<file path="src/rtl/fsm_seq_param_if.sv">
// Handshake and bus signals of the fsm_seq_param sequencer.
// Requests and operands (go, jmp, sk, dwell) go from the master to the sequencer.
// Status (y, busy, done, jmp_cnt) goes from the sequencer back to the master.
// The width parameters must match those given to the fsm_seq_param instance.
interface fsm_seq_param_if #(
    parameter int SK_W  = 2,
    parameter int DW_W  = 4,
    parameter int OUT_W = 3,
    parameter int JC_W  = 8
) ();
    logic             go;
    logic             jmp;
    logic [SK_W-1:0]  sk;
    logic [DW_W-1:0]  dwell;
    logic [OUT_W-1:0] y;
    logic             busy;
    logic             done;
    logic [JC_W-1:0]  jmp_cnt;

    modport master (
        output go, jmp, sk, dwell,
        input  y, busy, done, jmp_cnt
    );

    modport slave (
        input  go, jmp, sk, dwell,
        output y, busy, done, jmp_cnt
    );
endinterface

</file>
<file path="src/rtl/fsm_seq_param.sv">
// Parameterised phase sequencer:
// IDLE -> RUN/JMP -> DECODE -> STEP* -> HOLD -> FINAL -> IDLE.
// A jump request diverts the sequence into JMP from any active state.
// Every entry into JMP is counted in a saturating counter.
// Ports:
//   clk - sole clock, rising edge
//   rst - synchronous, active-high reset
//   bus - slave side of fsm_seq_param_if:
//         go, jmp, sk and dwell are inputs;
//         y, busy, done and jmp_cnt are registered outputs.
// Each output reflects the state entered at the same clock edge.
module fsm_seq_param #(
    parameter int SK_W  = 2,
    parameter int DW_W  = 4,
    parameter int OUT_W = 3,
    parameter int JC_W  = 8
) (
    input  logic            clk,
    input  logic            rst,
    fsm_seq_param_if.slave  bus
);

    typedef enum logic [2:0] {
        IDLE   = 3'd0,
        RUN    = 3'd1,
        JMP    = 3'd2,
        DECODE = 3'd3,
        STEP   = 3'd4,
        HOLD   = 3'd5,
        FINAL  = 3'd6
    } state_t;

    state_t           state, state_nxt;
    logic [SK_W-1:0]  st_cnt, st_cnt_nxt;
    logic [DW_W-1:0]  dw_cnt, dw_cnt_nxt;
    logic [OUT_W-1:0] y_nxt;
    logic             busy_nxt;
    logic             done_nxt;
    logic [JC_W-1:0]  jc_nxt;

    // Decrement that stops at zero, so a counter can never wrap.
    function automatic logic [SK_W-1:0] sk_dec(input logic [SK_W-1:0] v);
        return (v == '0) ? v : v - SK_W'(1);
    endfunction

    function automatic logic [DW_W-1:0] dw_dec(input logic [DW_W-1:0] v);
        return (v == '0) ? v : v - DW_W'(1);
    endfunction

    // Increment that sticks at all-ones.
    function automatic logic [JC_W-1:0] jc_inc(input logic [JC_W-1:0] v);
        return (&v) ? v : v + JC_W'(1);
    endfunction

    // Next state and counter updates.
    always_comb begin
        state_nxt  = state;
        st_cnt_nxt = st_cnt;
        dw_cnt_nxt = dw_cnt;
        case (state)
            IDLE: begin
                if (bus.go) state_nxt = bus.jmp ? JMP : RUN;
            end
            RUN: state_nxt = DECODE;
            JMP: begin
                if (!bus.jmp) state_nxt = DECODE;
            end
            DECODE: begin
                if (bus.sk == '0) begin
                    state_nxt  = HOLD;
                    dw_cnt_nxt = bus.dwell;
                end else begin
                    state_nxt  = STEP;
                    st_cnt_nxt = bus.sk;
                end
            end
            STEP: begin
                st_cnt_nxt = sk_dec(st_cnt);
                // A value of 0 cannot normally occur here.
                // Treating it like 1 keeps a corrupted counter from parking the FSM in STEP.
                if (st_cnt <= SK_W'(1)) begin
                    state_nxt  = HOLD;
                    dw_cnt_nxt = bus.dwell;
                end
            end
            HOLD: begin
                dw_cnt_nxt = dw_dec(dw_cnt);
                // The exit test uses the post-decrement value.
                // As a result HOLD lasts max(dwell,1) cycles before go is honoured.
                if (dw_cnt_nxt == '0 && bus.go) state_nxt = FINAL;
            end
            FINAL: state_nxt = IDLE;
            default: begin
                state_nxt  = IDLE;
                st_cnt_nxt = '0;
                dw_cnt_nxt = '0;
            end
        endcase

        // A jump request beats every other transition once the sequence is running.
        if (bus.jmp && (state inside {RUN, DECODE, STEP, HOLD, FINAL})) state_nxt = JMP;
    end

    // Output values for the state being entered.
    always_comb begin
        y_nxt = '0;
        case (state_nxt)
            RUN:    y_nxt = OUT_W'(1);
            JMP:    y_nxt = OUT_W'(3);
            DECODE: y_nxt = OUT_W'(2);
            // Show what the step counter will hold after this STEP cycle's decrement.
            STEP:   y_nxt = OUT_W'(sk_dec(st_cnt_nxt));
            HOLD:   y_nxt = '1;
            FINAL:  y_nxt = {1'b1, {(OUT_W-1){1'b0}}};
            default: y_nxt = '0;
        endcase
        busy_nxt = (state_nxt != IDLE);
        done_nxt = (state == FINAL) && (state_nxt == IDLE);
        jc_nxt   = bus.jmp_cnt;
        if (state_nxt == JMP && state != JMP) jc_nxt = jc_inc(bus.jmp_cnt);
    end

    // State and output registers.
    always_ff @(posedge clk) begin
        if (rst) begin
            state       <= IDLE;
            st_cnt      <= '0;
            dw_cnt      <= '0;
            bus.y       <= '0;
            bus.busy    <= 1'b0;
            bus.done    <= 1'b0;
            bus.jmp_cnt <= '0;
        end else begin
            state       <= state_nxt;
            st_cnt      <= st_cnt_nxt;
            dw_cnt      <= dw_cnt_nxt;
            bus.y       <= y_nxt;
            bus.busy    <= busy_nxt;
            bus.done    <= done_nxt;
            bus.jmp_cnt <= jc_nxt;
        end
    end

endmodule

</file>
<file path="src/flat_wrapper.sv">
// flat-port wrapper written by rule: the top's interface ports become plain ports
module fsm_seq_param_flat 
#(
    parameter int SK_W  = 2,
    parameter int DW_W  = 4,
    parameter int OUT_W = 3,
    parameter int JC_W  = 8
)
  (clk, rst, bus_go, bus_jmp, bus_sk, bus_dwell, bus_y, bus_busy, bus_done, bus_jmp_cnt);
  fsm_seq_param_if #(.SK_W(SK_W), .DW_W(DW_W), .OUT_W(OUT_W), .JC_W(JC_W)) bus_i ();
  input  logic clk;
  input  logic rst;
  input wire logic [$bits(bus_i.go)-1:0] bus_go;
  input wire logic [$bits(bus_i.jmp)-1:0] bus_jmp;
  input wire logic [$bits(bus_i.sk)-1:0] bus_sk;
  input wire logic [$bits(bus_i.dwell)-1:0] bus_dwell;
  output wire logic [$bits(bus_i.y)-1:0] bus_y;
  output wire logic [$bits(bus_i.busy)-1:0] bus_busy;
  output wire logic [$bits(bus_i.done)-1:0] bus_done;
  output wire logic [$bits(bus_i.jmp_cnt)-1:0] bus_jmp_cnt;
  assign bus_i.go = bus_go;
  assign bus_i.jmp = bus_jmp;
  assign bus_i.sk = bus_sk;
  assign bus_i.dwell = bus_dwell;
  assign bus_y = bus_i.y;
  assign bus_busy = bus_i.busy;
  assign bus_done = bus_i.done;
  assign bus_jmp_cnt = bus_i.jmp_cnt;
  fsm_seq_param #(.SK_W(SK_W), .DW_W(DW_W), .OUT_W(OUT_W), .JC_W(JC_W)) u_core (.clk(clk), .rst(rst), .bus(bus_i));
endmodule
</file>
<file path="config.mk">
export PLATFORM = sky130hd
export DESIGN_NAME = fsm_seq_param_flat
export DESIGN_NICKNAME = d
export VERILOG_FILES = /design/src/rtl/fsm_seq_param_if.sv /design/src/rtl/fsm_seq_param.sv /design/src/flat_wrapper.sv
export SDC_FILE = /design/constraint.sdc
export NUM_CORES = 1
export LEC_CHECK = 0
export ABC_AREA = 0
export CORE_UTILIZATION = 56
export CTS_BUF_LIST = sky130_fd_sc_hd__clkbuf_16
export CTS_CLUSTER_DIAMETER = 30
export DETAILED_ROUTE_END_ITERATION = 8
export PLACE_DENSITY_LB_ADDON = 0.08
export SLEW_MARGIN = 20
export SYNTH_ARGS = -nofsm -noshare
export SYNTH_HDL_FRONTEND = slang
export SYNTH_SLANG_ARGS = --single-unit
export TNS_END_PERCENT = 1
</file>
<file path="constraint.sdc">
create_clock -name clk -period 7.31 [get_ports clk]
set_clock_uncertainty 0.2 [all_clocks]
set_input_delay 0.731 -clock clk [delete_from_list [all_inputs] [get_ports clk]]
set_output_delay 0.731 -clock clk [all_outputs]
set_load 0.03 [all_outputs]
</file>
-- Word-level counts from Yosys, hierarchy flattened
Cells that the tools add are included.
W data, S select, Z words.
- add/sub/neg operators: 4
- order comparisons: 1
- equality and inequality tests: 15
- muxes and demuxes: 17
- bitwise logic cells: 2
- reductions and logical operators: 18
- operators by type and width (operator ; number):
    $pmux W3 S6 ; 2
    $eq A3 B3 Y1 const B ; 6
    $pmux W4 S4 ; 1
    $mux W3 ; 5
    $eq A3 B2 Y1 const B ; 4
    $mux W4 ; 3
    $add A8 B1 Y8 const B ; 1
    $logic_not A4 Y1 ; 2
    $mux W2 ; 4
    $reduce_and A8 Y1 ; 1
    $eq A3 B1 Y1 const B ; 2
    $logic_not A2 Y1 ; 3
    $logic_not A3 Y1 ; 2
    $pmux W2 S3 ; 1
    $reduce_bool A5 Y1 ; 1
    $reduce_or A5 Y1 ; 1
    $logic_and A1 B1 Y1 ; 4
    $ne A2 B1 Y1 const B ; 2
    $reduce_or A4 Y1 ; 1
    $sub A2 B1 Y2 const B ; 2
    $sub A4 B1 Y4 const B ; 1
    $ne A3 B2 Y1 const B ; 1
    $reduce_and A3 Y1 ; 1
    $reduce_bool A3 Y1 ; 1
    other kinds (4) ; 5
- register bits: 22
- input port bits: 10
- output and inout bits: 13
- logic and storage cells: 64

-- Depth between registers and ports, before layout
- word-level depth: 10
- depth in mapped cells: 10
- gate-level depth less buffers: 8

-- Worst setup path after synthesis
Ideal clock, no wire load.
- path kind: input port to flip-flop
- from: input bus_jmp
- to: register u_core.bus.jmp_cnt[5]
- setup time: 123 ps
- data arrival time: 2283 ps
- slack: 4704 ps
- cell stages on the path: 8
- buffers on the path: 2
- path through: buf_4 o21ai_0 a221o_1 o31ai_4 o221ai_2 buf_6 nor4_2 mux2_1
- cells in the longest elaborated chain, start to end: 7
- elaborated cells on any way between the ends: 9
- those cells by class: eq/ne (1); mux (5); reduce/logical (3)
- ends and longest elaborated chain (item ; RTL line ; source):
    start: declaration ; flat_wrapper.sv:14 ; input wire logic [$bits(bus_i.jmp)-1:0] bus_jmp;
    $mux W2 ; fsm_seq_param.sv:62 ; if (bus.go) state_nxt = bus.jmp ? JMP : RUN;
    $mux W3 ; fsm_seq_param.sv:62 ;
    $pmux W3 S6 ; fsm_seq_param.sv:60 ; case (state)
    $mux W3 (*) ; fsm_seq_param.sv:101 ; if (bus.jmp && (state inside {RUN, DECODE, STEP, HOLD, FINAL})) state_nxt = JMP;
    $eq A3 B2 Y1 (*) ; fsm_seq_param.sv:120 ; if (state_nxt == JMP && state != JMP) jc_nxt = jc_inc(bus.jmp_cnt);
    $logic_and A1 B1 Y1 (*) ; fsm_seq_param.sv:120 ;
    $reduce_and A2 Y1 (no source line) (*) ; - ;
    end signal: assignment ; fsm_seq_param.sv:140 ; bus.jmp_cnt <= jc_nxt;
    end: declaration ; fsm_seq_param_if.sv:27 ; output y, busy, done, jmp_cnt
Mark *: on every way between the ends. The rest lies on a longest branch, timed or not.
A chain may end at the register's enable or synchronous reset.

-- Worst setup path after layout
- from: input bus_jmp
- to: register u_core.bus.jmp_cnt[7]
Same word-level chain as after synthesis.

==> summary.txt <==
STA
  – Final Cycle Share: 42.64%
  – Slew margin rel.: 43.64%
  – Setup tns final: 0 ps
  – Final Setup Violations: 0
  – Worst-Margin Slew: 842.8 ps
  – Fmax: 320.8 MHz
  – Fin. Hold Viols: 0
  – Minimum clock period: 3117 ps
  – Unrepaired setup endpoints after global routing: false
  – Final Slew Violations: 0

Worst setup path
  – Critical path startpoint: bus_jmp
  – CP endpoint kind: flop
  – Arrival time worst endpoint: 3090 ps
  – Critical Path End: u_core.bus.jmp_cnt[7]$_SDFFE_PP0P_
  – Startpoint Class: input port
  – Crit Path Class: input port to flop
  – Crit Reg-Reg Startpoint: u_core.dw_cnt[0]$_SDFFE_PP0P_
  – Reg2reg setup slack: 4440 ps
  – R2R Path End: u_core.bus.jmp_cnt[7]$_SDFFE_PP0P_
  – CP required: 7280 ps
  – CP Max Fanout: 13
  – FF-to-FF path depth: 8

Die
  – Initial Utilization: 61.13%
  – Die footprint: 2688 µm²
  – Row Count: 17
  – Core area: 2276 µm²
  – Die Wd: 51.85 µm
  – Chip height: 51.85 µm
  – Ports: 23

Finish
  – Antenna Cells: 0
  – P&R area growth vs syn: 21.13%
  – Final non-filler cell total: 215
  – Commonest non-fill, non-tap cells in the layout: 27 x nor2_1, 22 x clkdlybuf4s50_1, 22 x dfxtp_1
  – Share of cells above drive strength 1: 6.417%
  – Commonest non-fill, non-tap cell in the layout: nor2_1
  – Final nets: 200
  – Core Util, Final: 74.05%

Power and ir drop
  – Clk network pwr share: 40.8%
  – Net Sw Power: 0.0001018 W
  – Part of the power in registers: 37.1%
  – Int Pwr: 0.0002711 W
  – PwrDens: 221.3 nW/µm²
  – Tot Pwr: 0.0003729 W
  – Leak: 0.5875 nW
  – Logic pwr share: 22.1%
  – Max rail drop VDD: 0.1527 mV
  – Switching share of power: 27.29%

Global route
  – Largest net degree at the start of global routing: 26
  – First-pass GRT wire length: 5.126 mm
  – GRT Overall Usage: 25.81%
  – Vias in the first global route: 1218
  – Initial antenna violation count: 0
  – Total gr overflow: 0

Place
  – GPL Wtd Cong: 0.8917
  – DP Cell Count: 211
  – PortBufs: 22
  – Detailed Place HPWL: 2.224 mm

Drt
  – DRC: 0
  – Number of vias per cell: 6.144
  – WL per Instance: 14.02 µm
  – Detailed Routing Iterations Pass 1: 4
  – Routed Antenna Nets: 0
  – DRT iter0 DRCs: 28
  – Routed wl met2: 1.548 mm
  – Uppermost layer routed: met4
  – Met3 WL: 120 µm
  – DRT Wirelength: 3.015 mm
  – Metal-1 WL: 1.279 mm
  – DR vias: 1321

Clock tree
  – TritonCTS clock tree: yes
  – Root Driver: clkbuf_16
  – H-tree Lvls: 1
  – # clock sinks: 22
  – Clk buf depth: 2
  – Worst-path clk slew: 60 ps
  – Clk_lat worst skew: 260 ps
  – Setup Buffers After CTS: 0
  – Post-cts repair resize count: 0
  – Num CTS Buffers: 3
  – Hold buffer count at CTS: 0

Synth
  – Avg Inst Size Synth: 8.089 µm²
  – Asr flop ratio synth: 0%
  – Distinct cells, synth: 53
  – Synth warnings: 0
  – Main flop type after synthesis: dfxtp_1
  – Register area share after synthesis: 31.65%
  – Synthesized area: 1391 µm²
  – Mapped Cells: 172
  – Number of flops mapped to enable cells by yosys: 0
  – Number of synthesized register bits: 22
  – Syn nets: 184

Job
  – Maxcap violations: 0

Hold path
  – Hold Crit Class: flop to flop

Run status
  – Status: completed
state kept, by name (all words and copies together), names as in the netlist:
name	count
u_core.bus.busy	1
u_core.bus.y	3
u_core.st_cnt	2
u_core.bus.jmp_cnt	8
u_core.dw_cnt	4
u_core.state	3
u_core.bus.done	1
synthesized netlist by cell type (2+ instances only):
cell type  number  share of area [%]
nor3b_1         3                1.6
clkbuf_1        5                1.3
or4_1           3                1.6
o31ai_1         5                2.7
nand3_1         5                1.8
ha_1            2                1.8
mux2_1          3                2.4
o21ai_1         4                1.4
nor2b_1         8                3.6
a21oi_1        16                5.8
buf_6           2                1.6
and3_1          2               0.90
nand2_1         6                1.6
or3_1           2               0.90
nand2b_1        4                1.8
buf_4           2                1.1
o21ai_0         5                1.8
nor2_1         27                7.3
dfxtp_1        22                 32
nor3_1          4                1.4
o21a_1          2                1.1
a31oi_1         2               0.90
a211oi_1        2                1.1
buf_2           2               0.72
inv_1           6                1.6
power groups by stage:
stage               sequential (W)  clock (W)  combinational (W)
global placement          0.000140          0          0.0000799
CTS                       0.000138   0.000155          0.0000826
finish                    0.000138   0.000152          0.0000824
global route              0.000140   0.000160          0.0000902
detailed placement        0.000141          0          0.0000821
floorplan                 0.000144          0          0.0000591
area by class of cell:
| type | count | area (µm²) |
|---|---|---|
| Multi-Input combinational cell | 133 | 862.1 |
| Fill cell | 173 | 590.6 |
| Sequential cell | 22 | 440.4 |
| Timing Repair Buffer | 22 | 220.2 |
| Clock buffer | 3 | 75.07 |
| Tap cell | 28 | 35.03 |
| Clock inverter | 1 | 30.03 |
| Inverter | 6 | 22.52 |
through the flow:
stage	worst slack [ps]	hold WS [ps]	cell area, µm²
after global routing	4053	338.4	1685
after CTS	4204	303.8	1685
after floorplan	4704	321.7	1391
after global placement	4082	281.2	1580
after detailed placement	3971	295.4	1580
final	4193	301.8	1685
worst max-delay path, cell delays in order:
cell,delay (ps)
clkdlybuf4s50_1,630
o21ai_0,140
a221o_1,430
o31ai_4,120
o221ai_2,320
or4_1,560
a21oi_1,150
worst min path at each step:
stage                                                  start                                  to  cells past startpoint
after floorplan                u_core.dw_cnt[3]$_SDFFE_PP0P_       u_core.dw_cnt[3]$_SDFFE_PP0P_                      2
after global placement    u_core.bus.jmp_cnt[6]$_SDFFE_PP0P_  u_core.bus.jmp_cnt[6]$_SDFFE_PP0P_                      2
after detailed placement  u_core.bus.jmp_cnt[6]$_SDFFE_PP0P_  u_core.bus.jmp_cnt[6]$_SDFFE_PP0P_                      2
after CTS                 u_core.bus.jmp_cnt[6]$_SDFFE_PP0P_  u_core.bus.jmp_cnt[6]$_SDFFE_PP0P_                      2
after global routing      u_core.bus.jmp_cnt[6]$_SDFFE_PP0P_  u_core.bus.jmp_cnt[6]$_SDFFE_PP0P_                      2
final                     u_core.bus.jmp_cnt[6]$_SDFFE_PP0P_  u_core.bus.jmp_cnt[6]$_SDFFE_PP0P_                      2
cells by family after synthesis:
kind of cell	synth area share (%)
and+or+nand+nor	29.59
AOI/OAI and AO/OA	25.63
DFF	31.65
buffers and inverters	6.385
muxes	3.147
xor gates and xnor gates	1.799
adders and majority gates	1.798
metal layers:
| metal | vias up | track usage, % |
|---|---|---|
| li1 | 651 | - |
| met1 | 625 | 29.26 |
| met2 | 36 | 44.87 |
| met3 | 9 | 4.971 |
| met4 | 0 | 13.96 |
| met5 | - | 0 |
Power figures use the tool's default switching activity.
